File: src/rtl/spi_regfile_periph.sv
// SPI mode-0 register-bank peripheral: framed writes, optional readback on MISO,
// write strobe and saturating frame-error counter. Readback built with `SPI_READBACK_EN`.
module spi_regfile_periph #(
  parameter int unsigned NUM_REGS = 8,
  parameter int unsigned ADDR_W   = 7,
  parameter int unsigned DATA_W   = 8
) (
  input  logic                       clk,
  input  logic                       rst,
  input  logic                       sclk_raw,
  input  logic                       mosi_raw,
  input  logic                       cs_n_raw,
  output logic                       miso,
  output logic [NUM_REGS*DATA_W-1:0] regs_out,
  output logic                       wr_strobe,
  output logic [ADDR_W-1:0]          wr_addr,
  output logic [7:0]                 err_count
);

  localparam int unsigned FRAME_W = 1 + ADDR_W + DATA_W;
  localparam int unsigned CNT_W   = $clog2(FRAME_W + 2);
  localparam logic [CNT_W-1:0]  CNT_FULL   = CNT_W'(FRAME_W);
  localparam logic [CNT_W-1:0]  CNT_SAT    = CNT_W'(FRAME_W + 1);
  localparam logic [ADDR_W:0]   NUM_REGS_L = (ADDR_W + 1)'(NUM_REGS);

  typedef enum logic [1:0] {IDLE, SHIFT, COMMIT} state_t;

  state_t             state_q, state_d;
  logic               cs_s1, cs_s2, cs_prev;
  logic               sclk_s1, sclk_s2, sclk_prev;
  logic               mosi_s1, mosi_s2;
  logic               sclk_rise, cs_rise, cs_fall;
  logic [CNT_W-1:0]   bit_cnt;
  logic [FRAME_W-1:0] sr;
  logic [DATA_W-1:0]  regs [NUM_REGS];
  logic               f_rw, f_in_range;
  logic [ADDR_W-1:0]  f_addr;
  logic [DATA_W-1:0]  f_data;
  logic               commit_frame, do_write, do_err;

  always_ff @(posedge clk) begin
    if (rst) begin
      cs_s1     <= 1'b1;
      cs_s2     <= 1'b1;
      cs_prev   <= 1'b1;
      sclk_s1   <= 1'b0;
      sclk_s2   <= 1'b0;
      sclk_prev <= 1'b0;
      mosi_s1   <= 1'b0;
      mosi_s2   <= 1'b0;
    end else begin
      cs_s1     <= cs_n_raw;
      cs_s2     <= cs_s1;
      cs_prev   <= cs_s2;
      sclk_s1   <= sclk_raw;
      sclk_s2   <= sclk_s1;
      sclk_prev <= sclk_s2;
      mosi_s1   <= mosi_raw;
      mosi_s2   <= mosi_s1;
    end
  end

  assign sclk_rise = sclk_s2 & ~sclk_prev;
  assign cs_rise   = cs_s2 & ~cs_prev;
  assign cs_fall   = ~cs_s2 & cs_prev;

  always_ff @(posedge clk) begin
    if (rst) state_q <= IDLE;
    else     state_q <= state_d;
  end

  always_comb begin
    state_d = state_q;
    case (state_q)
      IDLE:    if (cs_fall) state_d = SHIFT;
      SHIFT:   if (cs_rise) state_d = COMMIT;
      COMMIT:  state_d = IDLE;
      default: state_d = IDLE;
    endcase
  end

  assign f_rw       = sr[FRAME_W-1];
  assign f_addr     = sr[FRAME_W-2 -: ADDR_W];
  assign f_data     = sr[DATA_W-1:0];
  assign f_in_range = {1'b0, f_addr} < NUM_REGS_L;

  // Commit is decided on the SHIFT->COMMIT edge so that the register
  // updates land two clocks after the raw CS rise is sampled.
  assign commit_frame = (state_q == SHIFT) && cs_rise;

  always_comb begin
    do_write = 1'b0;
    do_err   = 1'b0;
    if (commit_frame) begin
      if (bit_cnt == CNT_FULL) begin
        if (!f_in_range) do_err = 1'b1;
        else if (f_rw)   do_write = 1'b1;
      end else if (bit_cnt != '0) begin
        do_err = 1'b1;
      end
    end
  end

  always_ff @(posedge clk) begin
    if (rst) begin
      bit_cnt   <= '0;
      sr        <= '0;
      wr_strobe <= 1'b0;
      wr_addr   <= '0;
      err_count <= '0;
      for (int unsigned i = 0; i < NUM_REGS; i++) regs[i] <= '0;
    end else begin
      wr_strobe <= do_write;
      if (state_q != SHIFT) begin
        bit_cnt <= '0;
      end else if (sclk_rise && !cs_s2) begin
        sr <= {sr[FRAME_W-2:0], mosi_s2};
        if (bit_cnt != CNT_SAT) bit_cnt <= bit_cnt + 1'b1;
      end
      if (do_write) begin
        wr_addr <= f_addr;
        for (int unsigned i = 0; i < NUM_REGS; i++)
          if (f_addr == ADDR_W'(i)) regs[i] <= f_data;
      end
      if (do_err && err_count != 8'hFF) err_count <= err_count + 8'd1;
    end
  end

  always_comb begin
    regs_out = '0;
    for (int unsigned i = 0; i < NUM_REGS; i++)
      regs_out[i*DATA_W +: DATA_W] = regs[i];
  end

`ifdef SPI_READBACK_EN
  logic              sclk_fall, ld_done, r_in_range;
  logic [ADDR_W-1:0] r_addr;
  logic [DATA_W-1:0] rd_data, out_sr;

  assign sclk_fall  = ~sclk_s2 & sclk_prev;
  // Once R/W and address are in, they sit in the low bits of the shifter.
  assign r_addr     = sr[ADDR_W-1:0];
  assign r_in_range = {1'b0, r_addr} < NUM_REGS_L;

  always_comb begin
    rd_data = '0;
    for (int unsigned i = 0; i < NUM_REGS; i++)
      if (r_addr == ADDR_W'(i)) rd_data = regs[i];
  end

  always_ff @(posedge clk) begin
    if (rst) begin
      out_sr  <= '0;
      ld_done <= 1'b0;
      miso    <= 1'b0;
    end else if (state_q != SHIFT || cs_s2) begin
      out_sr  <= '0;
      ld_done <= 1'b0;
      miso    <= 1'b0;
    end else if (!ld_done && bit_cnt == CNT_W'(1 + ADDR_W)) begin
      ld_done <= 1'b1;
      out_sr  <= (!sr[ADDR_W] && r_in_range) ? rd_data : '0;
    end else if (sclk_fall) begin
      miso   <= out_sr[DATA_W-1];
      out_sr <= {out_sr[DATA_W-2:0], 1'b0};
    end
  end
`else
  assign miso = 1'b0;
`endif

endmodule

File: config.mk
export PLATFORM = sky130hd
export DESIGN_NAME = spi_regfile_periph
export DESIGN_NICKNAME = d
export VERILOG_FILES = /design/src/rtl/spi_regfile_periph.sv
export SDC_FILE = /design/constraint.sdc
export NUM_CORES = 1
export LEC_CHECK = 0
export CAP_MARGIN = 5
export CORE_MARGIN = 5
export CORE_UTILIZATION = 30
export CTS_CLUSTER_SIZE = 8
export DETAILED_ROUTE_END_ITERATION = 6
export PLACE_DENSITY = 0.54
export SYNTH_ARGS = -nofsm -noshare
export SYNTH_HDL_FRONTEND = slang
export SYNTH_SLANG_ARGS = --single-unit
File: constraint.sdc
create_clock -name clk -period 2.06 [get_ports clk]
set_input_delay 0.309 -clock clk [delete_from_list [all_inputs] [get_ports clk]]
set_output_delay 0.309 -clock clk [all_outputs]
set_load 0.01 [all_outputs]
* Yosys cells after proc, flatten, opt, wreduce, memory -nomap -nowiden
Memories as Yosys holds them, arrays and structs flattened.
Cells that the tools add are included.
** Cells by class
- Order comparisons :: 1
- Reductions and logical operators :: 11
- Bitwise operators :: 15
- Muxes and demuxes :: 53
- Equal/unequal tests :: 14
- Add/sub/neg operators :: 2
** Operators by type and width (count)
- 8-bit two-way mux :: 8
- 1-bit two-way mux :: 42
- 7-bit by 3-bit equality test with 1-bit output, second input constant :: 4
- 7-bit by 2-bit equality test with 1-bit output, second input constant :: 2
- 8-bit by 1-bit adder with 8-bit output, second input constant :: 1
- 8-bit != test, second input constant :: 1
- 1-bit OR :: 8
- 7-bit by 1-bit equality test with 1-bit output, second input constant :: 1
- 7-bit zero test :: 1
- 7-bit by 4-bit less-than comparator with 1-bit output, second input constant :: 1
- 2-bit AND reduction :: 3
- 5-bit by 1-bit adder with 5-bit output, second input constant :: 1
- 5-bit equality test, second input constant :: 1
- 5-bit != test, second input constant :: 1
- 5-bit nonzero test :: 1
- 2-bit two-way mux :: 2
- 2-bit != test, second input constant :: 2
- 1-bit NOT :: 4
- 2-bit case mux with 2 select lines :: 1
- 1-bit AND :: 3
- 1-bit logical AND :: 3
- 2-bit by 1-bit equality test with 1-bit output, second input constant :: 1
- 2-bit zero test :: 1
- 2-bit by 1-bit != test with 1-bit output, second input constant :: 1
- 2 further kinds :: 2
** Word-level totals
- Memory bits (writable) :: 64
- Memories kept :: 1
- Output and inout bits :: 81
- Flip-flop bits (word level) :: 47
- Logic and storage cells :: 111
** Memories
- regs :: depth 8, bits a word 8, read ports 8, clocked after memory_dff 0, write ports 8, line 35 : logic [DATA_W-1:0] regs [NUM_REGS];

* Longest topological paths before layout
Gate-level depths: netlist of the first run.
- Depth in word-level cells :: 8
- Depth in mapped cells :: 7
- Depth with buffers taken out :: 6

* Worst setup path after synthesis of the first run
No wires, ideal clock.
- Kind :: register to register
- From :: register sr[11]
- To :: memory regs[0][0] (enable)
- Required time :: 1.731 ns
- Path slack :: -0.120 ns
- Setup time :: 0.329 ns
- Buffers on the path :: 1
- Data arrival time :: 1.851 ns
- Stages on the path, launching flop included :: 6
- Clock period less this slack :: 2.180 ns
- Cell sequence :: dfxtp_1 > or4_4 > nor4_4 > buf_6 > nand3_4 > nand2_1
** RTL lines
- start: declaration :: line 34 : logic [FRAME_W-1:0] sr;
- start signal: assignment :: line 117 : sr <= {sr[FRAME_W-2:0], mosi_s2};
- end: declaration :: line 35

==> results of run 1 <==
-- cell families (layout without fill, tap and decap cells) --
family / count (synthesis) / in the layout
and+or+nand+nor: 140 / 140
DFF: 111 / 111
buffers and inverters: 27 / 139
AOI/OAI and AO/OA: 23 / 23
muxes: 20 / 20
adders and majority gates: 5 / 5
xor gates and xnor gates: 4 / 4
other: 1 / 1
-- cell usage in the layout (no fill, tap or decap), types with 2 or more instances in the layout --
master / n
nor3b_1: 2
o211ai_1: 2
nand2_2: 3
nor2_1: 78
nand3b_1: 2
inv_6: 4
inv_8: 2
nand4_2: 2
o21ai_0: 3
nand2_4: 3
dfxtp_1: 47
edfxtp_1: 64
mux2i_1: 20
buf_4: 21
nand4_1: 3
or3b_2: 3
buf_12: 2
nand3_4: 4
or2_2: 2
a21oi_1: 6
xor2_1: 3
clkdlybuf4s50_1: 84
or4_1: 3
nand2_1: 12
nand3_1: 3
inv_1: 15
or3_1: 2
nor2b_1: 6
clkbuf_16: 9
o31ai_1: 3
and2_1: 5
ha_1: 4
-- repair_timing --
item / CTS / global route
buffers inserted: 0 / 0
setup endpoints to repair: 0 / 5
resized for setup: 0 / 2
-- worst max-delay path by stage --
stage	from	end	slack, ps	cells past startpoint
3_5_place_dp	state_q[1]	regs[1][18]	40	4
3_3_place_gp	cs_s2	regs[1][24]	60	4
6_report	cs_s2	regs[1][30]	50	4
5_1_grt	state_q[1]	regs[0][27]	3	5
2_1_floorplan	cs_s2	regs[1][0]	10	5
4_1_cts	cs_s2	regs[1][22]	20	4
-- metal layers --
layer | track usage | part of all wire | vias up
met3 | 0.0292 | 0.077 | 9
met5 | 0 | 0 | -
met2 | 0.176 | 0.46 | 90
met4 | 0.0506 | 0.018 | 0
li1 | - | - | 1370
met1 | 0.140 | 0.45 | 1274
-- sequential cells by signal, indices dropped and copies added (netlist names) --
register and flops:
mosi_s1 1, sclk_s2 1, wr_addr 7, wr_strobe 1, bit_cnt 5, err_count 8
cs_s2 1, cs_prev 1, state_q 2, sclk_prev 1, cs_s1 1, mosi_s2 1
sclk_s1 1, regs 64, sr 16
-- power breakdown --
group / switching [W] / internal, W / total, W
clock: 0.000838 / 0.000858 / 0.00170
sequential: 0.0000238 / 0.00240 / 0.00242
combinational: 0.000106 / 0.000125 / 0.000231
-- metrics by stage --
stage          total power [W]  hold slack, ps
6_report               0.00435             417
2_1_floorplan          0.00255             389
4_1_cts                0.00441             419
5_1_grt                0.00451             425
3_3_place_gp           0.00271             398
3_5_place_dp           0.00271             400
-- cell type report --
cell class / count / area, sq um
fillers: 1342 / 8060
flip-flops and latches: 111 / 2860
multi-input cells: 193 / 1230
repair buffers: 107 / 1040
clock buffers: 9 / 225
well taps: 180 / 225
clock inverters: 7 / 66.3
inverters: 16 / 60.1
==> impl_metrics.ini, run 1 <==
[clock_network]
cts_hold_buffers = 0
clk_pin_slew_ps = 80
cts-htree-levels = 3
cts_root_buf = clkbuf_16
numCtsBuffers = 9
tritoncts = yes
clock_sinks = 111
clock_latency_ps = 350
cts_max_path_buffers = 2

[logic_synthesis]
synthMostInstantiatedCell = nor2_1
yosys.area.top_type = edfxtp_1
synth_compound_area_frac = 0.0384
synth_xor_area_frac = 0.00840
async_flop_share = 0
synth_area_per_cell_sq_um = 12.6
synth_top_family_by_area = simple AND/OR/NAND/NOR gates
synth_area_sq_um = 4170
synth_top_area_frac = 0.461
syn_nets = 340
ys_seq_area_frac = 0.687
synth.top_cells.by_area = edfxtp_1 (46%), dfxtp_1 (23%), nor2_1 (7.0%), mux2i_1 (4.8%), nand3_4 (1.7%)
yosys.area_share.simple = 0.176
synth_adder_area_share = 0.0144
synthCells = 331
synth-edff-count = 64
synth_common_cells = nor2_1 (78), edfxtp_1 (64), dfxtp_1 (47)
synth_cell_types = 47
synth_flop_cell = edfxtp_1
muxShareOfSynthArea = 0.0480
ys_warn_count = 0
yosys_register_bits = 111

[detailed_routing]
detail_route.iter0.violations = 188
finalWirelength_mm = 8.84
postRouteAntennaNets = 0
drcViolationCount = 0
num_vias = 2743
drt_first_pass_iters = 4
via_per_inst = 4.40
routedWlPerCell_um = 14.2

[min_path]
hold_class = register to register
holdPathEnd = cs_s2
hold_depth = 1
min-delay-start = cs_s1

[timing]
finalCritPeriodShare = 0.974
grt_setup_unrepaired = no
fin_ws_ps = 54.2
finalSetupViolCount = 0
fmax_mhz = 499
hold_violations = 0
finClkSkew_ps = 6.10
layout_min_cycle_time_ps = 2010
drv_slew = 0
tns_ps = 0

[place]
place_inst = 607
place.port_buffers = 84
dpl-instance-area_sq_um = 5410
pre_cts_ws_ps = 36.0
place.gp.congestion = 0.777
hpwl_mm = 6.49

[cells_and_area]
area_delta_synth_final_pct = 37.0
final_nets = 447
final_cell_count_no_fill = 623
utilization = 0.415
diodes = 0
drive_gt1_frac = 0.135
design_area_sq_um = 5710

[global_route]
grt.overflow.total = 0
antenna_found_initial = 0
grt.total_usage = 0.110
grt_pass1_vias = 2621
grt_start_max_net_pins = 39
grt_pass1_wl_mm = 13.8

[setup_path]
r2r-end = regs[1][30]
path_buf_inv = 1
crit_type = register to register
cp-start-kind = register
cp.required_ps = 2110
timing.critical_path.cells = or4bb_1, nor4_4, buf_12, a41o_2
crit_arrival_ps = 2050
regToRegSetupSlack_ps = 50
path_delay_family = simple AND/OR/NAND/NOR gates
r2r-start = cs_s2
crit_fanout = 13
critPathMaxStageDelay_ps = 520
r2r_cells = 4
cpMaxStageDelayCell = or4bb_1
worstSetupEndpointType = register

[floorplanning]
core-area_sq_um = 13800
dieArea_sq_um = 16400
initial_utilization = 0.303
die_x_um = 128
io_pins = 86
dieHeight_um = 128
rows = 43

[outcome]
status = finished, final reports clean

[power_and_ir_drop]
p_per_area_nw_per_um2 = 762
ir_drop_mv = 0.438
p_leak_nw = 2.08

[run]
cap_violations = 0
(Power assumes the default switching activity.)
==> inputs of run 2 (changes only) <==
--- a/config.mk
+++ b/config.mk
@@ -6,11 +6,11 @@
 export NUM_CORES = 1
 export LEC_CHECK = 0
 export CAP_MARGIN = 5
-export CORE_MARGIN = 5
 export CORE_UTILIZATION = 30
 export CTS_CLUSTER_SIZE = 8
 export DETAILED_ROUTE_END_ITERATION = 6
-export PLACE_DENSITY = 0.54
+export GPL_ROUTABILITY_DRIVEN = 0
+export PLACE_DENSITY_LB_ADDON = 0.15
 export SYNTH_ARGS = -nofsm -noshare
 export SYNTH_HDL_FRONTEND = slang
 export SYNTH_SLANG_ARGS = --single-unit
==> run 2 against run 1 <==
  * Global-route usage increased by 2.0 points
  * Clock power is 6% higher
  * Cell area rose by 0.92%
  * Largest power group unchanged
  * Die area down 12%
  * Fmax down 1.2%
  * Clock-buffer cell count unchanged
  * Hold slack worse by 4.7 ps
==> impl_metrics.ini, run 2 (synthesis gave the netlist of run 1 again) <==
[outcome]
status = finished, final reports clean

[run]
cap_violations = 0

[place]
hpwl_mm = 6.27
dpl-instance-area_sq_um = 5420
pre_cts_ws_ps = -8.05
place.port_buffers = 84

[setup_path]
critPathMaxStageDelay_ps = 540
cpMaxStageDelayCell = or4_4
crit_arrival_ps = 2090
timing.critical_path.cells = or4_4, nor4_4, buf_12, nand4_2, nand2_4
cp-start-kind = register
crit_fanout = 9
worstSetupEndpointType = register
crit_type = register to register
cp.required_ps = 2120

[min_path]
hold_class = register to register

[clock_network]
tritoncts = yes
cts_max_path_buffers = 2
numCtsBuffers = 9
cts_root_buf = clkbuf_16
clock_latency_ps = 350
cts-htree-levels = 3
clock_sinks = 111
clk_pin_slew_ps = 70
cts_hold_buffers = 0

[global_route]
grt.overflow.total = 0
grt_pass1_wl_mm = 14.1
antenna_found_initial = 0
grt_pass1_vias = 2606
grt.total_usage = 0.131
grt_start_max_net_pins = 39

[cells_and_area]
seq_area_sq_um = 2860
largest_reg_flops = 64
multi_input_area_sq_um = 1250
mostFrequentLayoutCells = clkdlybuf4s50_1 (84), nor2_1 (78), edfxtp_1 (64)
final_common_cell = clkdlybuf4s50_1
final_nets = 450
area_delta_synth_final_pct = 38.3
largest_register = regs
fillers = 1258
diodes = 0
design_area_sq_um = 5770
drive_gt1_frac = 0.141
largestRegisters = regs: 64 flops, sr: 16 flops, err_count: 8 flops
utilization = 0.430

[floorplanning]
dieHeight_um = 120
core-area_sq_um = 13400
rows = 42
io_pins = 86
die_x_um = 120
dieArea_sq_um = 14400
initial_utilization = 0.311

[detailed_routing]
via_per_inst = 4.51
finalWirelength_mm = 8.88
postRouteAntennaNets = 0
drt_first_pass_iters = 4
detail_route.iter0.violations = 239
routedWlPerCell_um = 14.3
drcViolationCount = 0
num_vias = 2806

[timing]
layout_min_cycle_time_ps = 2030
fin_ws_ps = 30.6
whs_ps = 413
finalCritPeriodShare = 0.985
grt_setup_unrepaired = yes
drv_slew = 0
finClkSkew_ps = 7.12
fmax_mhz = 493
finalSetupViolCount = 0
hold_violations = 0

[power_and_ir_drop]
total_power_w = 0.00446
p_leak_nw = 2.10
p_per_area_nw_per_um2 = 774
ir_drop_mv = 0.306
-- run 2: per-layer routing --
layer / global-route usage / vias up / wire length (um)
li1: - / 1376 / -
met1: 0.173 / 1344 / 4300
met2: 0.201 / 71 / 3990
met3: 0.0271 / 15 / 380
met4: 0.0711 / 0 / 215
met5: 0 / - / 0
-- run 2: worst max-delay path, delay by kind of cell (launching register included) --
family,cells,cell delay (ps)
and+or+nand+nor,4,1200
DFF,1,340
buffers and inverters,1,190
-- run 2: final cells by class --
class | instances | area share
clock buffer | 9 | 0.0391
timing repair buffer | 110 | 0.184
clock inverter | 7 | 0.0150
inverter | 16 | 0.0104
multi-input combinational | 193 | 0.217
sequential | 111 | 0.497
tap | 176 | 0.0382
-- run 2: per-stage QoR --
stage | std cells | setup TNS (ps)
4_1_cts | 621 | 0
2_1_floorplan | 331 | 0
3_3_place_gp | 605 | 0
5_1_grt | 622 | -1130
6_report | 622 | 0
3_5_place_dp | 605 | -62.9
-- run 2: repair_timing --
| action | 4_1_cts | 5_1_grt |
|---|---|---|
| buffers inserted | 0 | 1 |
| gates resized for setup | 4 | 0 |
| setup endpoints to repair | 32 | 56 |
| pin swaps | 0 | 2 |
-- run 2: final timing paths --
check	endpoint	slack, ps	start	cells past startpoint
worst min-delay path	cs_s2	410	cs_s1	1
worst max register to register	regs[0][22]	30	sr[12]	5
worst min register to register	cs_s2	410	cs_s1	1
worst max-delay path	regs[0][22]	30	sr[12]	5
-- run 2: where the power goes --
group | switching (W) | leakage [nW] | internal (W) | total (W)
Combinational | 0.000105 | 0.954 | 0.000127 | 0.000233
Sequential | 0.0000245 | 1.00 | 0.00240 | 0.00243
Clock | 0.000833 | 0.150 | 0.000971 | 0.00180
==> edit, RTL diff (config.mk and constraints of run 1) <==
`ADDR_W`: 7 -> 5.
--- a/src/rtl/spi_regfile_periph.sv
+++ b/src/rtl/spi_regfile_periph.sv
@@ -4,3 +4,3 @@
   parameter int unsigned NUM_REGS = 8,
-  parameter int unsigned ADDR_W   = 7,
+  parameter int unsigned ADDR_W   = 5,
   parameter int unsigned DATA_W   = 8
Ports: changed (resized wr_addr); port bits go from 86 to 84. The function was not compared with the original's and may differ.
==> edit against run 1 <==
- total power decreased by 0.63%
- utilization decreased by 0.63 points
- final area decreased by 6.4%
- clock skew increased by 2.5 ps
- synthesized area decreased by 5.0%
- sequential cell count decreased by 5
- worst setup slack improved by 97 ps
- routed wire length decreased by 4.8%
- highest routed layer unchanged
==> edit: results (changes against run 1) <==
Slowest stage cell, crit path -> dfxtp_1
Hpwl dp -> 6.068 mm (-6.5%)
R2r setup slk -> 150 ps (+100 ps)
Layout cells sized above 1 -> 0.09732 (-0.03812)
Asr flop ratio synth -> 0 (unchanged)
Maximum vdd ir drop -> 0.3407 mV (-22%)
Compound-Gate Fraction of Synth Area -> 0.01800 (-0.02041)
Ant diodes -> 0 (unchanged)
Crit path max fanout -> 8 (-5)
Primary FF master, synth -> edfxtp_1
Crit path DAT -> 1910 ps (-140 ps)
Hold Crit Depth -> 1 (unchanged)
Max stage delay on crit path -> 350 ps (-170 ps)
Worst Hold Launch -> cs_s1$_SDFF_PP1_
Mapped Nets -> 322 (-5.3%)
I/O Buffers -> 82 (-2.4%)
Syn. warnings -> 0 (unchanged)
Regs by FF count -> regs (64), sr (14), err_count (8)
Routability congestion estimate -> 0.7324 (-5.7%)
Commonest cells in the netlist -> 81 x nor2_1, 64 x edfxtp_1, 42 x dfxtp_1, 18 x mux2i_1, 15 x nand2b_1
Status -> finished clean
Fin Clk Skew -> 8.633 ps (+2.532 ps)
WL final -> 8.420 mm (-4.8%)
XOR/XNOR Fraction of Synth Area -> 0.01548 (+0.007074)
FF-to-FF path depth -> 5 (+1)
Placed instance area -> 5031 um2 (-6.9%)
Inst Count DP -> 571 (-5.9%)
Global-route wire length before repair -> 13.19 mm (-4.4%)
Total GRT Usage -> 0.1077 (-0.002697)
Distinct cell type count after synthesis -> 42 (-11%)
Hold slack -> 413.0 ps (-4.297 ps)
Worst Hold Class -> reg -> reg
Multiplexer share of the synthesized area -> 0.04548 (-0.002536)
Post-synth EDFFs -> 64 (unchanged)
Post-synthesis sequential area ratio -> 0.6974 (+0.01074)
Reg2reg start -> sr[12]$_SDFFE_PP0P_
Vias in the first global route -> 2437 (-7.0%)
Pre-CTS setup slack -> 115.8 ps (+79.75 ps)
Avg Synthesized Cell Area -> 12.66 um2 (+0.48%)
Lkg Pwr -> 2.000 nW (-3.9%)
Largest net degree at the start of global routing -> 33 (-15%)
Vias per inst -> 4.303 (-2.3%)
Nets -> 415 (-7.2%)
Worst-skew pair later-pin latency -> 340 ps
Post-Synth Adder-Cell Area -> 0.01263 (-0.001772)
DR iter-0 viols -> 180 (-4.3%)
Reg2reg end -> regs[1][0]$_SDFFCE_PN0P_
Synth area leaders -> edfxtp_1 49%, dfxtp_1 21%, nor2_1 7.7%
Vias post-DR -> 2526 (-7.9%)
edit: changes by cell type after synthesis, moves of 3 or more:
cell	change
nand3_1	+3
o21ai_0	-3
and2_1	-5
o31ai_1	-3
dfxtp_1	-5
nor2_1	+3
nand2b_1	+15
or4_1	-3
nand3_4	-4
nand2_1	-11
inv_1	-4
xnor2_1	+4
edit: timing repair:
item,in CTS,in global routing
gates resized for setup,0,1
setup buffers,0,0
setup endpoints to repair,0,8
hold endpoints to repair,0,0
edit: power by group:
part,internal (W),switching [W],leakage [nW]
registers,0.00231,0.0000251,0.960
clock network,0.00106,0.000716,0.154
logic,0.000119,0.0000979,0.886
total,0.00348,0.000839,2.00
edit: worst max path at each step:
stage	from	end	slack [ps]	depth (start not counted)
6_report	sr[12]$_SDFFE_PP0P_	regs[1][0]$_SDFFCE_PN0P_	150	5
5_1_grt	sr[12]$_SDFFE_PP0P_	regs[1][1]$_SDFFCE_PN0P_	0.1	5
4_1_cts	sr[12]$_SDFFE_PP0P_	regs[1][5]$_SDFFCE_PN0P_	110	5
3_5_place_dp	sr[12]$_SDFFE_PP0P_	regs[1][12]$_SDFFCE_PN0P_	120	5
3_3_place_gp	sr[12]$_SDFFE_PP0P_	regs[1][2]$_SDFFCE_PN0P_	150	5
2_1_floorplan	sr[12]$_SDFFE_PP0P_	regs[1][0]$_SDFFCE_PN0P_	210	5
edit: per-layer routing:
layer,track usage,vias up,share of wire
met5,0,-,0
met4,0.03061,0,0.0096
met3,0.03645,6,0.053
met2,0.1765,74,0.49
met1,0.1364,1195,0.45
li1,-,1251,-
edit: final cells by class:
type                       instances  area [um2]
inverter                          11       41.29
clock buffer                      10       229.0
clock inverter                     6       82.58
fill                            1224        7740
sequential                       106        2763
timing repair buffer              93       898.4
tap                              176       220.2
multi-input combinational        185        1111
